### src/rtl/saikoro_pkg.sv
// ---------------------------------------------------------------------------
// saikoro_pkg
//   Shared definitions for the saikoro dice chain: roll-controller state
//   encoding, default parameter values (also used by the saikoro bench) and a
//   width helper for the slow-down gap counters.
// ---------------------------------------------------------------------------
package saikoro_pkg;

  typedef enum logic [1:0] {
    ST_IDLE = 2'd0,
    ST_SPIN = 2'd1,
    ST_SLOW = 2'd2,
    ST_HOLD = 2'd3
  } roll_state_e;

  localparam int DEBOUNCE_CYCLES_DEF = 4;
  localparam int BASE_GAP_DEF        = 1;
  localparam int SLOW_STEPS_DEF      = 4;

  // The gap doubles after every slow pulse and ends at base_gap<<slow_steps,
  // so this width holds the largest value without wrapping.
  function automatic int gap_width(input int base_gap, input int slow_steps);
    return $clog2(base_gap << slow_steps) + 1;
  endfunction

endpackage

### src/rtl/saikoro_roll_ctrl_if.sv
// ---------------------------------------------------------------------------
// saikoro_roll_ctrl_if
//   Button-in / dice-control-out bundle of the roll controller.
//   btn     : raw push-button, active high, asynchronous, may bounce
//   enable  : advance strobe to the saikoro counter
//   rolling : dice are spinning or slowing down
//   done    : one-cycle pulse when the result is frozen
//   master  : button/observer side; slave : the roll controller
// ---------------------------------------------------------------------------
interface saikoro_roll_ctrl_if;
  logic btn;
  logic enable;
  logic rolling;
  logic done;

  modport master (output btn, input enable, input rolling, input done);
  modport slave  (input btn, output enable, output rolling, output done);
endinterface

### src/rtl/saikoro_roll_ctrl_debounce.sv
// ---------------------------------------------------------------------------
// btn_debounce
//   Two-flop synchroniser followed by a stability counter. btn_db follows the
//   synchronised button only after it has differed from btn_db for
//   DEBOUNCE_CYCLES consecutive samples; any return to the accepted level
//   restarts the count, so short pulses never reach btn_db.
//   ck     : clock, rising edge
//   reset  : asynchronous, active low
//   btn    : raw button
//   btn_db : debounced level
// ---------------------------------------------------------------------------
module btn_debounce #(
  parameter int DEBOUNCE_CYCLES = 4
) (
  input  logic ck,
  input  logic reset,
  input  logic btn,
  output logic btn_db
);

  localparam int                CNT_W    = $clog2(DEBOUNCE_CYCLES + 1);
  localparam logic [CNT_W-1:0]  CNT_LAST = CNT_W'(DEBOUNCE_CYCLES - 1);
  localparam logic [CNT_W-1:0]  CNT_ONE  = CNT_W'(1);

  logic             r_sync1;
  logic             r_sync2;
  logic             r_db;
  logic [CNT_W-1:0] r_cnt;

  // Synchronise the button and count consecutive samples that disagree with btn_db
  always_ff @(posedge ck or negedge reset) begin
    if (!reset) begin
      r_sync1 <= 1'b0;
      r_sync2 <= 1'b0;
      r_db    <= 1'b0;
      r_cnt   <= '0;
    end else begin
      r_sync1 <= btn;
      r_sync2 <= r_sync1;
      if (r_sync2 == r_db) begin
        r_cnt <= '0;
      end else if (r_cnt == CNT_LAST) begin
        // This sample completes the stable run: accept the new level.
        r_db  <= r_sync2;
        r_cnt <= '0;
      end else begin
        r_cnt <= r_cnt + CNT_ONE;
      end
    end
  end

  assign btn_db = r_db;

endmodule

### src/rtl/saikoro_roll_ctrl.sv
// ---------------------------------------------------------------------------
// saikoro_roll_ctrl
//   Turns a push-button into the saikoro enable stream: free spin while the
//   button is held, then SLOW_STEPS pulses at doubling intervals after
//   release, then a one-cycle done when the result is frozen.
//   ck    : clock, rising edge
//   reset : asynchronous, active low, clears every register
//   bus   : slave side of saikoro_roll_ctrl_if (btn in; enable/rolling/done out)
//   All outputs are registered and are computed from the state being entered,
//   so enable is high exactly in the cycles that the state/gap counter call a
//   pulse, and never in IDLE or HOLD.
// ---------------------------------------------------------------------------
module saikoro_roll_ctrl
  import saikoro_pkg::*;
#(
  parameter int DEBOUNCE_CYCLES = DEBOUNCE_CYCLES_DEF,
  parameter int BASE_GAP        = BASE_GAP_DEF,
  parameter int SLOW_STEPS      = SLOW_STEPS_DEF
) (
  input  logic               ck,
  input  logic               reset,
  saikoro_roll_ctrl_if.slave bus
);

  localparam int               GAP_W     = gap_width(BASE_GAP, SLOW_STEPS);
  localparam int               STEP_W    = $clog2(SLOW_STEPS + 1);
  localparam logic [GAP_W-1:0] GAP_BASE  = GAP_W'(BASE_GAP);
  localparam logic [GAP_W-1:0] GAP_ONE   = GAP_W'(1);
  localparam logic [STEP_W-1:0] STEP_LAST = STEP_W'(SLOW_STEPS);
  localparam logic [STEP_W-1:0] STEP_ONE  = STEP_W'(1);

  logic              w_btn_db;
  logic              w_rise;
  logic              w_fall;
  logic              r_db_d;
  roll_state_e       r_state;
  logic [GAP_W-1:0]  r_gap;
  logic [GAP_W-1:0]  r_gap_cnt;
  logic [STEP_W-1:0] r_step;
  logic              r_enable;
  logic              r_rolling;
  logic              r_done;

  btn_debounce #(.DEBOUNCE_CYCLES(DEBOUNCE_CYCLES)) u_debounce (
    .ck     (ck),
    .reset  (reset),
    .btn    (bus.btn),
    .btn_db (w_btn_db)
  );

  assign w_rise = w_btn_db & ~r_db_d;
  assign w_fall = ~w_btn_db & r_db_d;

  // Roll FSM, slow-down gap counters and registered outputs
  always_ff @(posedge ck or negedge reset) begin
    if (!reset) begin
      r_db_d    <= 1'b0;
      r_state   <= ST_IDLE;
      r_gap     <= '0;
      r_gap_cnt <= '0;
      r_step    <= '0;
      r_enable  <= 1'b0;
      r_rolling <= 1'b0;
      r_done    <= 1'b0;
    end else begin
      r_db_d <= w_btn_db;
      r_done <= 1'b0;
      case (r_state)
        ST_IDLE, ST_HOLD: begin
          if (w_rise) begin
            r_state   <= ST_SPIN;
            r_enable  <= 1'b1;
            r_rolling <= 1'b1;
          end else begin
            r_enable  <= 1'b0;
            r_rolling <= 1'b0;
          end
        end
        ST_SPIN: begin
          r_rolling <= 1'b1;
          if (w_fall) begin
            r_state   <= ST_SLOW;
            r_gap     <= GAP_BASE;
            r_gap_cnt <= GAP_BASE;
            r_step    <= '0;
            r_enable  <= 1'b0;        // BASE_GAP >= 1: the slow-down starts idle
          end else begin
            r_enable  <= 1'b1;
          end
        end
        ST_SLOW: begin
          if (w_rise) begin
            // A re-press abandons the slow-down, even on the final pulse.
            r_state   <= ST_SPIN;
            r_enable  <= 1'b1;
            r_rolling <= 1'b1;
          end else if (r_gap_cnt != '0) begin
            r_gap_cnt <= r_gap_cnt - GAP_ONE;
            r_enable  <= (r_gap_cnt == GAP_ONE);
            r_rolling <= 1'b1;
          end else begin
            // This cycle is a pulse; the next gap is twice the old one.
            r_step    <= r_step + STEP_ONE;
            r_gap     <= {r_gap[GAP_W-2:0], 1'b0};
            r_gap_cnt <= {r_gap[GAP_W-2:0], 1'b0};
            r_enable  <= 1'b0;
            if ((r_step + STEP_ONE) == STEP_LAST) begin
              r_state   <= ST_HOLD;
              r_rolling <= 1'b0;
              r_done    <= 1'b1;
            end else begin
              r_rolling <= 1'b1;
            end
          end
        end
        default: begin
          r_state   <= ST_IDLE;
          r_enable  <= 1'b0;
          r_rolling <= 1'b0;
        end
      endcase
    end
  end

  assign bus.enable  = r_enable;
  assign bus.rolling = r_rolling;
  assign bus.done    = r_done;

endmodule

### src/flat_wrapper.sv
// flat-port wrapper written by rule: the top's interface ports become plain ports
module saikoro_roll_ctrl_flat import saikoro_pkg::*;
#(
  parameter int DEBOUNCE_CYCLES = DEBOUNCE_CYCLES_DEF,
  parameter int BASE_GAP        = BASE_GAP_DEF,
  parameter int SLOW_STEPS      = SLOW_STEPS_DEF
)
  (ck, reset, bus_btn, bus_enable, bus_rolling, bus_done);
  saikoro_roll_ctrl_if bus_i ();
  input  logic ck;
  input  logic reset;
  input wire logic [$bits(bus_i.btn)-1:0] bus_btn;
  output wire logic [$bits(bus_i.enable)-1:0] bus_enable;
  output wire logic [$bits(bus_i.rolling)-1:0] bus_rolling;
  output wire logic [$bits(bus_i.done)-1:0] bus_done;
  assign bus_i.btn = bus_btn;
  assign bus_enable = bus_i.enable;
  assign bus_rolling = bus_i.rolling;
  assign bus_done = bus_i.done;
  saikoro_roll_ctrl #(.DEBOUNCE_CYCLES(DEBOUNCE_CYCLES), .BASE_GAP(BASE_GAP), .SLOW_STEPS(SLOW_STEPS)) u_core (.ck(ck), .reset(reset), .bus(bus_i));
endmodule
### config.mk
export PLATFORM = sky130hd
export DESIGN_NAME = saikoro_roll_ctrl_flat
export DESIGN_NICKNAME = d
export VERILOG_FILES = /design/src/rtl/saikoro_pkg.sv /design/src/rtl/saikoro_roll_ctrl_if.sv /design/src/rtl/saikoro_roll_ctrl_debounce.sv /design/src/rtl/saikoro_roll_ctrl.sv /design/src/flat_wrapper.sv
export SDC_FILE = /design/constraint.sdc
export NUM_CORES = 1
export LEC_CHECK = 0
export ABC_AREA = 1
export CORE_MARGIN = 2
export CORE_UTILIZATION = 30
export CTS_BUF_LIST = sky130_fd_sc_hd__clkbuf_2
export CTS_CLUSTER_SIZE = 30
export DETAILED_ROUTE_END_ITERATION = 6
export PLACE_DENSITY = 0.5
export SYNTH_ARGS = -nofsm -noshare
export SYNTH_HDL_FRONTEND = slang
export SYNTH_SLANG_ARGS = --single-unit
export TNS_END_PERCENT = 20
### constraint.sdc
create_clock -name ck -period 1.45 [get_ports ck]
set_input_delay 0.29 -clock ck [delete_from_list [all_inputs] [get_ports ck]]
set_output_delay 0.29 -clock ck [all_outputs]
set_load 0.03 [all_outputs]
==> metrics.txt <==
run status=finished, final reports clean; insertion delay of the later-clocked pin in the worst-skew pair=330 ps; pwr dens=1790 nW/µm²; final core utilization=0.376; number of standard cells in the final layout excluding fillers=236; clk sinks=24; number of distinct library cells after synthesis=28; startpoint types=register; Post-synth top flop=dfrtp_1; biggest fanout along the worst timing path=5; relative slew slack=0.791; die width=72.3 µm; number of buffers inserted by port buffering=5; leakage=0.855 nW; Syn-to-layout area delta=18.7%; number of nets with antenna violations after detailed routing=0; clock network fraction of design power=0.084; DR vias=1060; netlist area before placement=1400 µm²; pre-CTS setup slack=-22.3 ps; Final Hold Fails=0; post-layout minimum cycle time=1380 ps; number of buffers on the longest clock path=2; total gr overflow=0; switching fraction of total power=0.457; number of inserted filler cells in the final layout=444; proportion of synthesized flip-flops having asynchronous set or reset=1.00; setup repair after global routing missed its margin=true; Core Footprint=4410 µm²; sequential element share of the synthesized area=0.430; overall track demand over capacity in global routing=0.116; average routed wire per standard cell=11.3 µm; total wire length=2.68 mm; internal power consumption=1.61 mW; flops & latches, synth=24; slew at the pin closest to its max-slew limit=313 ps; CTS Buf Count=3; overall die height=72.3 µm; count of antenna diodes in the layout=0; final setup violation count=0; 1st-pass router iterations=4; per-instance average area after synthesis=8.63 µm²; effective utilization at floorplan=0.317; CP endpoint kind=register; number of maximum-capacitance constraint violations=0; delay contributed by the slowest stage of the critical path=440 ps; commonest non-fill, non-tap cell in the layout=nand2_1; data required time at the worst endpoint=1720 ps; setup skew after layout=7.40 ps; Final Hold Slack=271 ps; Reg clk slew, reported paths=220 ps; number of enable flip-flop cells after synthesis=0; area of the die=5220 µm²; root cell of the clock tree=clkbuf_2; number of global-route vias before repair=1080; starting DRC count in detailed routing=42; NetSw=1.35 mW; portion of total power attributed to sequential cells=0.322; weighted congestion reported at the end of routability-driven placement=0.782; Fmax=723 MHz; half-perimeter wire length after placement=2.00 mm; detailed-route vias per instance=4.49; min setup slack post-route=67.0 ps; maximum number of pins on one net before global-route repair=25; Residual DRC=0; clock tree from TritonCTS=built; arrival time of the worst setup path=1660 ps; combinational group share of total power=0.594; nets=198; period utilisation layout=0.954; antenna violations before repair=0; Synth Net Count=174; first-pass GRT wire length=4.69 mm; min-delay worst type=primary input to async pin; highest-delay cell along the critical path=dfrtp_1; cell row count=24; synthesized instance count=162; fraction of final layout cells with drive strength greater than 1=0.277; number of placed instances, taps included=228; commonest cells after routing, fill and taps aside=50 x nand2_1, 24 x dfrtp_1, 15 x nand3_1, 15 x buf_4, 11 x inv_1; critical path type=register to register; H-tree levels=1; total of warnings raised by yosys=0; Top-Level Pins=6; series of cell instances along the critical path=inv_2 > ha_4 > inv_4 > nand2_4 > nor2_8 > buf_4 > nor2_1 > a21oi_1; max-slew violations=0; maximum vdd drop=0.521 mV
[state kept, by name (all words and copies together), names as in the netlist, 2 cells and up]
| register | count |
|---|---|
| u_core.r_step | 3 |
| u_core.r_gap_cnt | 5 |
| u_core.r_state | 2 |
| u_core.r_gap | 4 |
| u_core.u_debounce.r_cnt | 3 |
[final timing paths]
kind	from	end	slack [ps]	depth (start not counted)
setup / recovery	u_core.r_state[0]	u_core.r_gap_cnt[0]	70	8
hold / removal	reset	u_core.u_debounce.r_sync1	270	2
setup reg to reg	u_core.r_state[0]	u_core.r_gap_cnt[0]	70	8
hold reg to reg	u_core.u_debounce.r_sync1	u_core.u_debounce.r_sync2	380	0
max in group asynchronous	reset	u_core.bus.rolling	930	2
min in group ck	bus_btn	u_core.u_debounce.r_sync1	370	1
[critical path, delay by kind of cell (launching register included)]
kind / cells / cell delay, ps
AO/OA/AOI/OAI: 1 / 100
adder cells (fa/ha/maj): 1 / 260
buffers and inverters: 3 / 260
flip-flops: 1 / 440
AND/OR/NAND/NOR: 3 / 270
[synth_stat cells (2+ instances only)]
library cell  instances  area, µm²
nor2_4                2       22.5
nand3_1              15       75.1
nor2_8                2       40.0
nand2_2               3       18.8
inv_2                 4       15.0
nor2_1               11       41.3
nand2_4               4       45.0
a21oi_1               4       20.0
inv_1                15       56.3
nand3_2               2       20.0
nand2_1              51        191
dfrtp_1              24        601
o21ai_2               2       17.5
ha_1                  9        113
[power groups by stage]
| stage | Clock (mW) | Combinational (mW) | Sequential (mW) |
|---|---|---|---|
| after floorplan | 0 | 1.16 | 0.994 |
| after global placement | 0 | 1.56 | 0.950 |
| after detailed placement | 0 | 1.58 | 0.960 |
| after CTS | 0.265 | 1.57 | 0.945 |
| after global routing | 0.291 | 1.95 | 0.979 |
| final | 0.249 | 1.76 | 0.954 |
[timing repair]
item | 4_1_cts | 5_1_grt
resized for setup | 5 | 13
endpoints found under the setup margin | 13 | 19
hold buffers | 0 | 0
pin swaps | 0 | 9
buffers inserted | 0 | 5
[cell families after synthesis]
kind of cell    count (synthesis)  share of synthesized area
compound gates                  9                     0.0394
xor+xnor                        2                     0.0125
fa+ha+maj                       9                     0.0806
buf+inv                        21                     0.0636
flops                          24                      0.430
simple gates                   97                      0.374
[layer usage]
| layer | vias up | wire length, µm | track usage |
|---|---|---|---|
| met3 | 2 | 60 | 0.0264 |
| li1 | 549 | - | - |
| met2 | 7 | 1290 | 0.189 |
| met5 | - | 0 | 0 |
| met4 | 0 | 25 | 0.0503 |
| met1 | 502 | 1300 | 0.149 |
[metrics by stage]
step,total power [mW],cell area (µm²),TNS [ps]
final,2.96,1660,0
after global routing,3.22,1660,-59.9
after CTS,2.78,1590,-1.86
after detailed placement,2.54,1580,-97.1
after global placement,2.51,1580,0
after floorplan,2.16,1400,0
[final cells by class]
type / count / area [µm²] / share of cell area
sequential: 24 / 601 / 0.362
clock buffer: 3 / 15.0 / 0.00905
tap: 52 / 65.1 / 0.0392
multi-input combinational: 117 / 741 / 0.446
inverter: 20 / 80.1 / 0.0483
timing repair buffer: 20 / 158 / 0.0950
Note: power is estimated with default switching activity, not from simulation.
